File: config.mk
export PLATFORM = sky130hd
export DESIGN_NAME = psum_drain_truah
export DESIGN_NICKNAME = d
export VERILOG_FILES = /design/src/rtl/psum_drain_truah.sv
export SDC_FILE = /design/constraint.sdc
export NUM_CORES = 1
export LEC_CHECK = 0
export CORE_UTILIZATION = 50
export DETAILED_ROUTE_END_ITERATION = 10
export PLACE_DENSITY = 0.92
export SYNTH_ARGS = -nofsm -noshare
export SYNTH_HDL_FRONTEND = slang
export SYNTH_SLANG_ARGS = --single-unit
File: constraint.sdc
create_clock -name i_clk -period 1.85 [get_ports i_clk]
set_input_delay 0.2775 -clock i_clk [delete_from_list [all_inputs] [get_ports i_clk]]
set_output_delay 0.2775 -clock i_clk [all_outputs]
set_load 0.01 [all_outputs]
File: src/rtl/psum_drain_truah.sv
// Read-out of one captured accumulator column, streamed one word per valid/ready handshake
// with approximated LSBs cleaned and signed saturation to OUT_W. Option: PSUM_DRAIN_MIDPOINT_EN.
module psum_drain_truah #(
    parameter int N_ROWS   = 8,
    parameter int OC_W     = 16,
    parameter int OUT_W    = 16,
    parameter int A_APPROX = 0
) (
    input  logic                   i_clk,
    input  logic                   i_rstn,
    input  logic                   i_clear,
    input  logic                   i_load,
    input  logic [N_ROWS*OC_W-1:0] i_psums,
    output logic                   o_busy,
    output logic [OUT_W-1:0]       o_data,
    output logic                   o_valid,
    input  logic                   i_ready,
    output logic                   o_last,
    output logic                   o_overrun
);

    localparam int CNT_W = $clog2(N_ROWS);
    localparam logic [CNT_W-1:0] LAST_ROW = CNT_W'(N_ROWS - 1);
    localparam logic [OC_W-1:0]  LSB_MASK = (OC_W'(1) << A_APPROX) - OC_W'(1);
`ifdef PSUM_DRAIN_MIDPOINT_EN
    localparam logic [OC_W-1:0]  FILL = (LSB_MASK + OC_W'(1)) >> 1;
`else
    localparam logic [OC_W-1:0]  FILL = '0;
`endif

    typedef enum logic {S_IDLE, S_SHIFT} state_t;

    state_t           state_q, state_d;
    logic [CNT_W-1:0] cnt_q, cnt_d;
    logic             overrun_q, overrun_d;
    logic             capture;
    logic [OC_W-1:0]  buf_q [N_ROWS];

    always_ff @(posedge i_clk or negedge i_rstn) begin
        if (!i_rstn) begin
            state_q   <= S_IDLE;
            cnt_q     <= '0;
            overrun_q <= 1'b0;
            for (int r = 0; r < N_ROWS; r++) buf_q[r] <= '0;
        end else begin
            state_q   <= state_d;
            cnt_q     <= cnt_d;
            overrun_q <= overrun_d;
            if (capture) begin
                for (int r = 0; r < N_ROWS; r++) buf_q[r] <= i_psums[r*OC_W +: OC_W];
            end
        end
    end

    // A word transfers on the rising edge where o_valid && i_ready; once raised,
    // o_valid holds and o_data/o_last stay stable until that transfer happens.
    always_comb begin
        state_d   = state_q;
        cnt_d     = cnt_q;
        overrun_d = overrun_q;
        capture   = 1'b0;
        if (i_clear) begin
            state_d   = S_IDLE;
            cnt_d     = '0;
            overrun_d = 1'b0;
        end else begin
            case (state_q)
                S_IDLE: begin
                    if (i_load) begin
                        capture = 1'b1;
                        cnt_d   = '0;
                        state_d = S_SHIFT;
                    end
                end
                S_SHIFT: begin
                    if (i_load) overrun_d = 1'b1;
                    if (i_ready) begin
                        if (cnt_q == LAST_ROW) begin
                            cnt_d   = '0;
                            state_d = S_IDLE;
                        end else begin
                            cnt_d = cnt_q + CNT_W'(1);
                        end
                    end
                end
                default: state_d = S_IDLE;
            endcase
        end
    end

    logic [OC_W-1:0]  word;
    logic [OC_W-1:0]  cleaned;
    logic [OUT_W-1:0] sat;

    assign word    = buf_q[cnt_q];
    // Replacing only the low bits means no carry can reach the MSBs.
    assign cleaned = (word & ~LSB_MASK) | FILL;

    generate
        if (OUT_W < OC_W) begin : g_sat
            logic [OC_W-OUT_W:0] top_bits;
            assign top_bits = cleaned[OC_W-1:OUT_W-1];
            always_comb begin
                if (top_bits == '0 || top_bits == '1) sat = cleaned[OUT_W-1:0];
                else if (cleaned[OC_W-1])             sat = {1'b1, {(OUT_W-1){1'b0}}};
                else                                  sat = {1'b0, {(OUT_W-1){1'b1}}};
            end
        end else begin : g_pass
            assign sat = cleaned[OUT_W-1:0];
        end
    endgenerate

    assign o_valid   = (state_q == S_SHIFT);
    assign o_busy    = o_valid;
    assign o_last    = o_valid && (cnt_q == LAST_ROW);
    assign o_overrun = overrun_q;
    // Gated so o_data reads 0 whenever nothing is offered, midpoint fill included.
    assign o_data    = o_valid ? sat : '0;

endmodule

Yosys cells after proc, flatten, opt, wreduce, memory -nomap -nowiden --
Index checks and enable logic that the tools add are counted.
Word-level totals: input port bits 133, bits in registers 133, logic and storage cells 42, output and inout bits 20
Operators by class: bitwise logic cells 2, order comparisons 1, reductions and logical operators 5, equality and inequality tests 3, $add $sub $neg 1, multiplexer cells 19
Operators with widths (count):
- binary-select mux 16 bit (select 3 bit) | 1
- two-way mux 16 bit | 3
- two-way mux 3 bit | 4
- two-way mux 1 bit | 9
- != test 3 bit (second input constant) | 2
- one-hot mux 3 bit (2 select lines) | 1
- >= comparator 4 bit (second input constant) | 1
- NOT 3 -> 4 bit | 1
- AND reduction 2 bit | 2
- nonzero test 2 bit | 2
- adder 3 x 1 -> 3 bit (second input constant) | 1
- == test 3 bit (second input constant) | 1
- one-hot mux 1 bit (2 select lines) | 1
- logical AND 1 bit | 1
- NOT 1 bit | 1

Logic depth before layout (Yosys ltp) --
depth in word-level cells 5, gate-level depth with buffers 5, mapped depth without buffers 5

Worst setup path after synthesis --
OpenSTA, ideal clock, no wires.
kind reg2out, start reg cnt_q[2], end out o_data[12], slack 275 ps, buffers on the path 3, cell stages (with the launch flop) 6, arrival 1298 ps, cells stage by stage dfrtp_1 > buf_2 > buf_6 > buf_6 > mux2i_1 > a221oi_1
Between the ends: longest elaborated chain between the ends 5
RTL lines:
- start, declared | line 34 | logic [CNT_W-1:0] cnt_q, cnt_d;
- start signal, assigned | line 47 | cnt_q <= cnt_d;
- NOT 3 -> 4 bit (implied by the code) | line 95 | assign word = buf_q[cnt_q];
- binary-select mux 16 bit (select 3 bit) | line 95
- two-way mux 16 bit (implied by the code) (2 in a row) | line 95
- two-way mux 16 bit | line 118 | assign o_data = o_valid ? sat : '0;
- end, declared | line 15 | output logic [OUT_W-1:0] o_data,
No other way between the ends. The select of a mux whose other input is x is not followed.

Worst setup path after layout --
start reg cnt_q[2], end out o_data[3]
The elaborated chain is that of the path after synthesis.

==> Flow_metrics.wiki <==
{| class="wikitable"
! Metric !! Value
|-
| Outcome || complete, but fails checks
|-
| Violated checks || negative setup slack
|-
| Post-route worst setup slack || -0.3445 ns
|-
| DRT antenna net count || 0
|-
| Pwr dens || 956.2 nW/um2
|-
| Share of synthesized area spent on multiplexers || 0.3507
|-
| CORE AREA || 12060 um2
|-
| Endpoint arrival time on the critical path || 1.92 ns
|-
| Largest family of logic cells by synthesized area || multiplexers
|-
| Skew-Pair Late Insertion Delay || 0.43 ns
|-
| Tightest hold margin || 0.3681 ns
|-
| Die Area || 12890 um2
|-
| H-tree lvl count || 4
|-
| Global router's overall resource usage || 0.2593
|-
| Num rows || 40
|-
| Drt total wl || 18530 um
|-
| Congestion Overflow GR || 0
|-
| Final cell count without fillers || 789
|-
| Starting density of the core || 0.5159
|-
| Clk sink count || 133
|-
| Slack of the worst reg-to-reg path || -0.05 ns
|-
| Proportion of total power due to net switching || 0.2455
|-
| Fillers || 665
|-
| Placed cells || 735
|-
| Minimum clock period after layout || 2.195 ns
|-
| Max-slew headroom at the worst pin || 0.6816
|-
| Clock group share of total power || 0.361
|-
| Clock Root Buffer || sky130_fd_sc_hd__clkbuf_16
|-
| Tightest Hold Check Type || primary input to async pin
|-
| Critical path destination || o_data[3]
|-
| First-pass GRT wire length || 24680 um
|-
| Setup Viol. Count Final || 72
|-
| Part of the power in combinational logic || 0.222
|-
| Worst flop-to-flop path endpoint || buf_q[49]$_DFFE_PN0P_
|-
| Crit path capture type || output pin
|-
| Detailed placement HPWL || 11140 um
|-
| P_int || 6.867 mW
|-
| Register area share after synthesis || 0.5349
|-
| DRC violations left || 0
|-
| Pin count of the biggest net entering global routing || 50
|-
| Synthesized net count || 539
|-
| Sequential group share of total power || 0.417
|-
| Buffers on Ports || 152
|-
| Worst Skew || 0.007804 ns
|-
| Clock buffer count from CTS || 17
|-
| Startpoint kind of the worst setup timing path || flop
|-
| Number of instances in the synthesized netlist || 404
|-
| Overall via count from detail_route || 4409
|-
| Count of max-cap constraint violations || 0
|-
| Measured slew at the worst slew-check pin || 0.4775 ns
|-
| Starting DRT DRC Count || 250
|-
| Fraction of the cycle the final worst path needs || 1.186
|-
| Worst-path maximum fanout || 14
|-
| Average wire length per cell after detail routing || 23.49 um
|-
| First-pass iteration count of the detailed router || 4
|-
| Highest attainable clock frequency || 0.4557 GHz
|-
| Compound-Gate Fraction of Synth Area || 0.04967
|-
| Count of final max-slew check failures || 0
|-
| RSZ-0062 raised after global routing || true
|-
| Adder and majority cell fraction of the synthesized area || 0.004022
|-
| Synth Register Bits || 133
|-
| Vias in the first global route || 4761
|-
| Global placer's final weighted congestion || 0.8603
|-
| Width of the chip || 113.6 um
|-
| Static power due to leakage || 4.114 nW
|-
| Clock transition at the registers of the reported paths || 0.06 ns
|-
| Antenna diode count || 0
|-
| Longest Clk Path Bufs || 2
|-
| Initial antenna violation count || 0
|-
| Count of nets after finishing || 744
|-
| Xor-xnor portion of the synthesized cell area || 0
|-
| Syn-to-layout area delta || 52.97%
|-
| Count of yosys warnings during synthesis || 0
|-
| Beginning of the worst register-to-register path || o_busy$_DFF_PN0_
|-
| Worst reg-to-reg path cell count || 6
|-
| Fraction of final layout cells with drive strength greater than 1 || 0.4879
|-
| Data required, critical path || 1.57 ns
|-
| Launch point of the critical path || cnt_q[2]$_DFFE_PN0P_
|-
| TritonCTS clock tree || built
|-
| Fraction of the mapped netlist area in simple logic gates || 0.008647
|-
| Per-instance average area after synthesis || 15.40 um2
|-
| Number of top-level design ports || 153
|-
| Post-synthesis instance area || 6222 um2
|-
| Setup Crit Path Kind || flop to output pin
|-
| Vertical die dimension || 113.6 um
|-
| Yosys cell types || 25
|-
| NetSw || 2.234 mW
|-
| Final hold viol count || 0
|-
| Worst VDD drop || 0.0008337 V
|-
| Via-per-instance ratio || 5.588
|}
-- cell usage in the layout, fill, tap and decap left out, drive strengths merged --
master	instances
clkbuf	35
dlygate4sd2	2
o21ai	16
clkinv	2
nor2	7
a211oi	1
dlygate4sd3	1
ha	2
mux4	16
a32oi	3
bufinv	2
mux2	144
a21oi	1
inv	16
mux2i	17
buf	72
clkdlybuf4s50	132
nand2b	1
dfrtp	133
a221oi	16
and2	1
nor3b	1
-- critical path, cell delays in order (launching register included) --
cell	delay, ns
sky130_fd_sc_hd__dfrtp_2	0.45
sky130_fd_sc_hd__buf_8	0.20
sky130_fd_sc_hd__mux2_2	0.36
sky130_fd_sc_hd__o21ai_0	0.25
sky130_fd_sc_hd__a221oi_2	0.08
sky130_fd_sc_hd__buf_2	0.15
-- through the flow --
step	setup WS, ns	setup TNS [ns]	utilization	cell area, um2	power, mW
finish	-0.3445	-5.735	0.7891	9518	9.101
global route	-0.4228	-10.25	0.7891	9518	9.428
CTS	-0.3528	-4.941	0.7301	8806	8.640
detailed placement	-0.3238	-11.19	0.6777	8174	5.369
global placement	-0.2939	-8.353	0.6777	8174	5.242
floorplan	0.2745	0	-	6222	4.593
-- cell type report --
cell class | instances | area [um2] | area share
Sequential cell | 133 | 3331 | 0.3499
Multi-Input combinational cell | 226 | 3024 | 0.3177
Timing Repair Buffer | 215 | 2330 | 0.2448
Clock buffer | 27 | 493.0 | 0.05179
Tap cell | 168 | 210.2 | 0.02208
Clock inverter | 4 | 70.07 | 0.007362
Inverter | 16 | 60.06 | 0.006310
-- synth_stat cells --
cell type / count / area share
sky130_fd_sc_hd__a211oi_1: 1 / 0.0012
sky130_fd_sc_hd__a21oi_1: 1 / 0.00080
sky130_fd_sc_hd__a221oi_1: 8 / 0.011
sky130_fd_sc_hd__a221oi_2: 8 / 0.019
sky130_fd_sc_hd__a32oi_1: 3 / 0.0042
sky130_fd_sc_hd__and2_1: 1 / 0.0010
sky130_fd_sc_hd__buf_12: 1 / 0.0032
sky130_fd_sc_hd__buf_2: 5 / 0.0040
sky130_fd_sc_hd__buf_4: 5 / 0.0060
sky130_fd_sc_hd__buf_6: 15 / 0.027
sky130_fd_sc_hd__clkbuf_1: 2 / 0.0012
sky130_fd_sc_hd__clkbuf_2: 1 / 0.00080
sky130_fd_sc_hd__dfrtp_1: 133 / 0.53
sky130_fd_sc_hd__ha_1: 2 / 0.0040
sky130_fd_sc_hd__inv_1: 16 / 0.0097
sky130_fd_sc_hd__mux2_2: 144 / 0.26
sky130_fd_sc_hd__mux2i_1: 17 / 0.027
sky130_fd_sc_hd__mux4_1: 8 / 0.034
sky130_fd_sc_hd__mux4_2: 8 / 0.029
sky130_fd_sc_hd__nand2b_1: 1 / 0.0010
sky130_fd_sc_hd__nor2_1: 6 / 0.0036
sky130_fd_sc_hd__nor2_2: 1 / 0.0010
sky130_fd_sc_hd__nor3b_2: 1 / 0.0020
sky130_fd_sc_hd__o21ai_0: 15 / 0.012
sky130_fd_sc_hd__o21ai_1: 1 / 0.00080
-- power groups by stage --
stage | clock [mW] | combinational, mW | sequential (mW)
global placement | 0 | 1.51 | 3.73
global route | 3.44 | 2.14 | 3.85
CTS | 3.28 | 1.61 | 3.75
floorplan | 0 | 0.920 | 3.67
finish | 3.29 | 2.02 | 3.79
detailed placement | 0 | 1.58 | 3.79
-- per-layer routing --
layer  vias up  track usage  wire [um]
met5         -            0          0
met4         0       0.1070        602
met3        42      0.06217        894
met2       175       0.4516       9667
met1      2294       0.3086       7365
li1       1898            -          -
-- how the worst min path moves through the flow --
| stage | from | to | depth (start not counted) |
|---|---|---|---|
| after floorplan | i_rstn | buf_q[0]$_DFFE_PN0P_ | 0 |
| after global placement | i_rstn | buf_q[60]$_DFFE_PN0P_ | 1 |
| after detailed placement | i_rstn | buf_q[61]$_DFFE_PN0P_ | 1 |
| after CTS | i_rstn | buf_q[61]$_DFFE_PN0P_ | 2 |
| after global routing | i_rstn | buf_q[60]$_DFFE_PN0P_ | 2 |
| final | i_rstn | buf_q[61]$_DFFE_PN0P_ | 2 |
-- sequential cells by signal, indices dropped and copies added, names as in the netlist --
| register | cells |
|---|---|
| buf_q | 128 |
| cnt_q | 3 |
| o_busy | 1 |
| o_overrun | 1 |
-- what timing repair did --
action / in CTS / in global routing
endpoints found under the setup margin: 128 / 123
hold buffers: 1 / 0
pin swaps: 1 / 2
setup buffers: 5 / 5
endpoints found under the hold margin: 47 / 0
gates cloned: 1 / 11
gates resized for setup: 120 / 117
-- cells by family (layout without fill, tap and decap cells) --
family          after synthesis  count (layout)
mux                         177             177
compound gates               37              37
simple gates                 10              10
buf+inv                      45             262
flops                       133             133
fa+ha+maj                     2               2
Note: power is estimated with default switching activity, not from simulation.
